==> config.mk <==
export PLATFORM = sky130hd
export DESIGN_NAME = cla_pipe_alu
export DESIGN_NICKNAME = d
export VERILOG_FILES = /design/src/rtl/cla_pipe_alu.sv
export SDC_FILE = /design/constraint.sdc
export NUM_CORES = 1
export LEC_CHECK = 0
export ABC_AREA = 1
export BUFFER_PORTS_ARGS = -buffer_cell sky130_fd_sc_hd__buf_2
export CAP_MARGIN = 20
export CORE_MARGIN = 10
export CORE_UTILIZATION = 55
export CTS_CLUSTER_SIZE = 20
export DETAILED_ROUTE_END_ITERATION = 8
export GPL_TIMING_DRIVEN = 0
export PLACE_DENSITY = 0.8
export REMOVE_ABC_BUFFERS = 1
export SLEW_MARGIN = 20
export SYNTH_ARGS = -nofsm -noshare
export SYNTH_HDL_FRONTEND = slang
export SYNTH_SLANG_ARGS = --single-unit
==> constraint.sdc <==
create_clock -name clk -period 3.1 [get_ports clk]
set_input_delay 0.465 -clock clk [delete_from_list [all_inputs] [get_ports clk]]
set_output_delay 0.465 -clock clk [all_outputs]
set_load 0.02 [all_outputs]
==> src/rtl/cla_pipe_alu.sv <==
// Two-stage pipelined add/sub/accumulate ALU built from 4-bit carry-look-ahead groups.
// Stage 1 resolves the lower half and its carry; stage 2 finishes the upper half and drives the outputs.
module cla_pipe_alu #(
  parameter int WIDTH = 16
) (
  input  logic             clk,
  input  logic             rst_n,
  input  logic             in_valid,
  output logic             in_ready,
  input  logic [1:0]       op,
  input  logic [WIDTH-1:0] a,
  input  logic [WIDTH-1:0] b,
  input  logic             cin,
  output logic             out_valid,
  input  logic             out_ready,
  output logic [WIDTH-1:0] sum,
  output logic             cout,
  output logic             ovf,
  output logic [WIDTH-1:0] acc
);

  localparam int HALF = WIDTH / 2;
  localparam int HPAD = ((HALF + 3) / 4) * 4;

  localparam logic [1:0] OP_ADD = 2'b00;
  localparam logic [1:0] OP_SUB = 2'b01;
  localparam logic [1:0] OP_ACC = 2'b10;
  localparam logic [1:0] OP_CLR = 2'b11;

  // Half-width adder: look-ahead carries inside each 4-bit group, group carry chained to the next.
  // The half is zero-padded to whole groups so any even HALF works.
  function automatic logic [HALF:0] cla_half(input logic [HALF-1:0] x,
                                             input logic [HALF-1:0] y,
                                             input logic            ci);
    logic [HPAD-1:0] xp, yp, g, p;
    logic [HPAD:0]   c;
    logic            t;
    xp = HPAD'(x);
    yp = HPAD'(y);
    g  = xp & yp;
    p  = xp ^ yp;
    c  = '0;
    c[0] = ci;
    for (int base = 0; base < HPAD; base += 4) begin
      for (int j = 1; j <= 4; j++) begin
        t = c[base];
        for (int k = 0; k < j; k++) t = t & p[base+k];
        c[base+j] = t;
        for (int k = 0; k < j; k++) begin
          t = g[base+k];
          for (int m = k + 1; m < j; m++) t = t & p[base+m];
          c[base+j] = c[base+j] | t;
        end
      end
    end
    return {c[HALF], p[HALF-1:0] ^ c[HALF-1:0]};
  endfunction

  logic             run;
  logic             s1_valid;
  logic [1:0]       s1_op;
  logic [HALF-1:0]  s1_sum_lo;
  logic             s1_c_half;
  logic [HALF-1:0]  s1_x_hi;
  logic [HALF-1:0]  s1_y_hi;

  logic [WIDTH-1:0] x_in, y_in;
  logic             c_in;
  logic [HALF:0]    lo_res, hi_res;
  logic [WIDTH-1:0] s2_sum_d;
  logic             s2_cout_d, s2_ovf_d;
  logic             s2_adv, s1_adv, hazard, accept, s1_acc_op;

  always_comb begin
    x_in = '0;
    y_in = '0;
    c_in = 1'b0;
    unique case (op)
      OP_ADD: begin x_in = a;   y_in = b;  c_in = cin;  end
      OP_SUB: begin x_in = a;   y_in = ~b; c_in = 1'b1; end
      OP_ACC: begin x_in = acc; y_in = a;  c_in = cin;  end
      OP_CLR: begin x_in = '0;  y_in = '0; c_in = 1'b0; end
      default: ;
    endcase
  end

  assign lo_res    = cla_half(x_in[HALF-1:0], y_in[HALF-1:0], c_in);
  assign hi_res    = cla_half(s1_x_hi, s1_y_hi, s1_c_half);
  assign s2_sum_d  = {hi_res[HALF-1:0], s1_sum_lo};
  assign s2_cout_d = hi_res[HALF];
  assign s2_ovf_d  = (s1_x_hi[HALF-1] == s1_y_hi[HALF-1]) &&
                     (hi_res[HALF-1] != s1_x_hi[HALF-1]);

  assign s1_acc_op = (s1_op == OP_ACC) || (s1_op == OP_CLR);
  assign s2_adv    = !out_valid || out_ready;
  assign s1_adv    = !s1_valid || s2_adv;
  // An ACC reads acc in stage 1, so it must wait until a preceding ACC/CLR has written it.
  assign hazard    = (op == OP_ACC) && s1_valid && s1_acc_op;
  assign in_ready  = run && s1_adv && !hazard;
  assign accept    = in_valid && in_ready;

  always_ff @(posedge clk or negedge rst_n) begin
    if (!rst_n) run <= 1'b0;
    else        run <= 1'b1;
  end

  always_ff @(posedge clk or negedge rst_n) begin
    if (!rst_n) begin
      s1_valid  <= 1'b0;
      s1_op     <= OP_ADD;
      s1_sum_lo <= '0;
      s1_c_half <= 1'b0;
      s1_x_hi   <= '0;
      s1_y_hi   <= '0;
    end else if (s1_adv) begin
      s1_valid <= accept;
      if (accept) begin
        s1_op     <= op;
        s1_sum_lo <= lo_res[HALF-1:0];
        s1_c_half <= lo_res[HALF];
        s1_x_hi   <= x_in[WIDTH-1:HALF];
        s1_y_hi   <= y_in[WIDTH-1:HALF];
      end
    end
  end

  always_ff @(posedge clk or negedge rst_n) begin
    if (!rst_n) begin
      out_valid <= 1'b0;
      sum       <= '0;
      cout      <= 1'b0;
      ovf       <= 1'b0;
    end else if (s2_adv) begin
      out_valid <= s1_valid;
      if (s1_valid) begin
        sum  <= s2_sum_d;
        cout <= s2_cout_d;
        ovf  <= s2_ovf_d;
      end
    end
  end

  always_ff @(posedge clk or negedge rst_n) begin
    if (!rst_n)                          acc <= '0;
    else if (s2_adv && s1_valid && s1_acc_op) acc <= s2_sum_d;
  end

endmodule

After elaboration in Yosys (flattened, before gate mapping)
Index checks and enable logic that the tools add are counted.
- add/subtract/negate cells: 0
- multipliers: 0
- div/mod/pow operators: 0
- order comparisons: 0
- equal/unequal tests: 7
- shift operators: 0
- mux-type cells: 3
- bitwise operators: 87
- reductions and logical operators: 19
- operators by type and width (cell ; count):
    16-bit one-hot mux with 4 select lines ; 1
    16-bit one-hot mux with 3 select lines ; 1
    1-bit AND ; 40
    1-bit bitwise OR ; 40
    8-bit XOR ; 4
    8-bit AND ; 2
    16-bit NOT ; 1
    2-bit == test, second input constant ; 4
    1-bit logical AND ; 8
    2-bit AND reduction ; 2
    2-bit OR reduction ; 2
    1-bit logical NOT ; 3
    1-bit logical OR ; 3
    1-bit one-hot mux with 3 select lines ; 1
    2-bit by 1-bit == test with 1-bit output, second input constant ; 1
    2-bit logical NOT ; 1
    1-bit == test ; 1
    1-bit inequality test ; 1
- register bits after elaboration: 64
- bits in latches: 0
- RAM bits: 0
- bits in read-only memories: 0
- bits of input ports: 39
- output and inout port bits: 36
- word-level logic and storage cells: 128
- memories kept: 0

Longest topological paths before layout
- word-level depth: 20
- gate-level depth with buffers: 22
- gate-level depth less buffers: 21

Worst setup path after synthesis
OpenSTA, ideal clock, no wires.
- path type: input-to-reg
- from: input port op[0]
- to: register s1_sum_lo[7]
- setup time: 0.117 ns
- arrival time: 2.641 ns
- required time: 2.983 ns
- path slack: 0.341 ns
- cell stages on the path: 21
- buffers on the path: 1
- path through: inv_2 -> nand2_4 -> inv_2 -> buf_2 -> a22oi_1 -> o21ai_0 -> ha_1 -> ha_1 -> nand2_1 -> nand3_1 -> nand2_1 -> a21oi_1 -> nor2_1 -> inv_1 -> ha_1 -> nand2_1 -> nand3_1 -> nand2_1 -> nand3_1 -> nand3_1 -> nand2_1
- word-level cells in the longest chain between the ends: 19
- elaborated cells on any way between the ends: 41
- classes of those cells: eq/ne (3); mux (3); bitwise (26); reduce/logical (9)
- RTL lines (item ; line ; text):
    from (decl) ; 10 ; input logic [1:0] op,
    2-bit by 1-bit == test with 1-bit output / 2-bit logical NOT (equally long branches) ; 78 ; unique case (op)
    2-bit OR reduction (no source line) ; n/a ;
    16-bit one-hot mux with 3 select lines ; 78 ;
    8-bit XOR ; 41 ; p = xp ^ yp;
    1-bit AND (4 in series) ; 47 ; for (int k = 0; k < j; k++) t = t & p[base+k];
    1-bit bitwise OR (4 in series) ; 52 ; c[base+j] = c[base+j] | t;
    1-bit AND (3 in series) ; 47 ;
    1-bit bitwise OR (3 in series) ; 52 ;
    8-bit XOR ; 56 ; return {c[HALF], p[HALF-1:0] ^ c[HALF-1:0]};
    to (signal assigned) ; 119 ; s1_sum_lo <= lo_res[HALF-1:0];
    to (decl) ; 62 ; logic [HALF-1:0] s1_sum_lo;
Parallel ways exist; a longest one is shown, timed or not.
A chain may end at the register's enable or synchronous reset.

Worst setup path after layout
Ends and elaborated chain as after synthesis.

==> out/results.tsv <==
metric	value	unit
status	complete, no violations	
busiest_layer	met2	
diodes	0	
netlist_area	3490	µm²
core	6030	µm²
first_iter_violations	137	
cts_buffers	9	
drc	0	
ff2ff_setup_slack	630	ps
power.switching	1.26	mW
critPathBufInv	4	
place_inst	566	
wire_per_inst	15.2	µm
use_met2	0.294	
grt_pass1_wl	15000	µm
crit_required	3380	ps
finalWorstSetupSlack	242	ps
drv_cap	0	
hold_viol	0	
dieWidth	99.7	µm
rsz0062_at_grt	false	
cp_slowest_stage_delay	300	ps
place_congestion	0.799	
clock-sinks	63	
viasPerCell	5.30	
avgSynthCellArea	8.08	µm²
dpl.hpwl	6100	µm
grt_pass1_vias	3122	
critPathTopFamily	simple AND/OR/NAND/NOR gates	
crit_path_top_delay_cell	ha_1	
fin_cells	587	
setup_violations	0	
initial_core_util	0.579	
worstSkewPairLatency	340	ps
yosysWarnings	0	
antenna_found_initial	0	
worst_ir_drop_vdd	0.485	mV
drv_slew	0	
seq_area_frac_synth	0.452	
routed_wl	8930	µm
die_area	9930	µm²
cp_max_fo	25	
die_y	99.7	µm
ant_nets	0	
synth_cell_types	26	
cts_max_level	3	
tightest_slew	882	ps
area_growth	19.1	%
use_met3	0.0561	
relSlewSlack	0.412	
worstPathCellList	buf_2 -> inv_2 -> nand2_4 -> inv_6 -> a22oi_1 -> o21ai_0 -> ha_1 -> ha_1 -> nand2_1 -> nand3_1 -> nand2_1 -> a21oi_1 -> nor2_1 -> inv_1 -> ha_1 -> nand2_1 -> nand3_1 -> nand2_1 -> nand2_1 -> nand2_1 -> nand3_1 -> nand2_1	
total_power	3.16	mW
fin_skew	6.91	ps
hold_slack	436	ps
rows	28	
syn_inst	432	
grt_max_degree	50	
cpMostUsedCell	nand2_1	
grt_overflow	0	
worstHoldPathType	in2reg	
cts_tree	built	
fillerInstances	507	
powerDensity	761	nW/µm²
seqPwrFrac	0.403	
clk_pin_slew	70	ps
ios	75	
swShare	0.397	
critPathLaunchType	primary input	
synth-seq-cells	63	
root_buffer	clkbuf_8	
critPathArrivalTime	3140	ps
drive_gt1_frac	0.203	
port_buffers	74	
power_frac_clock	0.225	
layout_min_cycle_time	2860	ps
drtPass1Iterations	4	
dpl_cell_area	3900	µm²
final_area	4160	µm²
min_period_over_period	0.922	
groute.usage.overall	0.185	
cts_buffer_depth	2	
end_kind	flip-flop	
p_leak	2.27	nW
vias	3112	
internal-power	1.91	mW
nets	570	
fmax	350	MHz
met1_usage	0.236	
post-place-ws	-666	ps
p_comb_frac	0.371	
worst-setup-path-type	in2reg	
cell usage after synthesis (all sizes together):
library cell	count	area, µm²
nor2	13	63.8
fa	4	80.1
xnor2	4	35.0
dfrtp	63	1580
o22ai	5	31.3
a22o	7	61.3
a21oi	4	20.0
nand2	162	618
inv	48	180
clkbuf	7	26.3
nand4	3	18.8
conb	1	3.75
ha	20	250
o21ai	45	225
xor2	4	35.0
o211ai	8	60.1
nand3	19	95.1
buf	9	56.3
nor3	1	16.3
a22oi	5	37.5
metrics by stage:
step                TNS, ps   util
global placement      -2230  0.643
finish                    0  0.690
global route              0  0.690
floorplan                 0      -
detailed placement    -2620  0.648
CTS                       0  0.684
logic make-up after synthesis:
family,synth area share
xor+xnor,0.0201
fa+ha+maj,0.0946
flops,0.452
other cells,0.00107
simple gates,0.233
buf+inv,0.0753
compound gates,0.125
sequential cells by signal, summed over array words and instances (netlist names):
| name | cells |
|---|---|
| s1_valid | 1 |
| cout | 1 |
| s1_x_hi | 8 |
| s1_c_half | 1 |
| s1_y_hi | 8 |
| sum | 16 |
| s1_sum_lo | 8 |
| ovf | 1 |
| out_valid | 1 |
| s1_op | 1 |
| run | 1 |
| acc | 16 |
layout make-up:
class	instances	area, µm²	area share
Clock inverter	4	45.0	0.0108
Tap cell	75	93.8	0.0226
Sequential cell	63	1580	0.379
Inverter	48	189	0.0455
Clock buffer	12	145	0.0349
Multi-Input combinational cell	305	1660	0.400
Timing Repair Buffer	80	443	0.107
repair_timing:
| item | 4_1_cts | 5_1_grt |
|---|---|---|
| buffers inserted | 1 | 3 |
| endpoints found under the setup margin | 5 | 3 |
| hold endpoints to repair | 14 | 0 |
| gates resized for setup | 3 | 5 |
| pin swaps | 0 | 1 |
| hold buffers | 1 | 0 |
final timing paths:
path | end | cells after the start | startpoint
max in group asynchronous | s1_y_hi[2] | 3 | rst_n
min in group asynchronous | ovf | 2 | rst_n
max reg2reg | s1_sum_lo[7] | 18 | acc[0]
max | s1_sum_lo[7] | 22 | op[0]
min | s1_y_hi[7] | 4 | b[15]
min reg2reg | sum[1] | 2 | sum[1]
power by group through the flow:
| stage | clock (mW) | sequential (mW) | combinational [mW] |
|---|---|---|---|
| 6_report | 0.713 | 1.28 | 1.18 |
| 3_3_place_gp | 0 | 1.28 | 1.13 |
| 3_5_place_dp | 0 | 1.29 | 1.17 |
| 4_1_cts | 0.714 | 1.28 | 1.18 |
| 2_1_floorplan | 0 | 1.52 | 0.505 |
| 5_1_grt | 0.747 | 1.31 | 1.33 |
cell usage in the layout, fill, tap and decap left out, drive strengths merged:
cell type and instances:
a21oi 4, a22o 7, a22oi 5, buf 78, bufinv 1, clkbuf 13, clkinv 3, clkinvlp 1
conb 1, dfrtp 63, dlygate4sd3 1, fa 4, ha 20, inv 47, nand2 162, nand3 19
nand4 3, nor2 13, nor3 1, o211ai 8, o21ai 45, o22ai 5, xnor2 4, xor2 4
worst reg2reg max path, cell delays in order, from the launching register on:
cell and delay [ps]:
dfrtp_1 380, inv_1 80, o22ai_1 100, ha_1 310, ha_1 180, nand2_1 50
nand3_1 90, nand2_1 110, a21oi_1 70, nor2_1 180, inv_1 70, ha_1 220
nand2_1 80, nand3_1 110, nand2_1 100, nand2_1 50, nand2_1 60, nand3_1 80
nand2_1 100
routing by layer:
| layer | up-vias | share of wire | routed length [µm] |
|---|---|---|---|
| li1 | 1537 | - | - |
| met1 | 1485 | 0.45 | 4020 |
| met2 | 81 | 0.48 | 4250 |
| met3 | 9 | 0.065 | 579 |
| met4 | 0 | 0.0096 | 86 |
| met5 | - | 0 | 0 |
No activity file was read; power rests on OpenSTA's default activity.
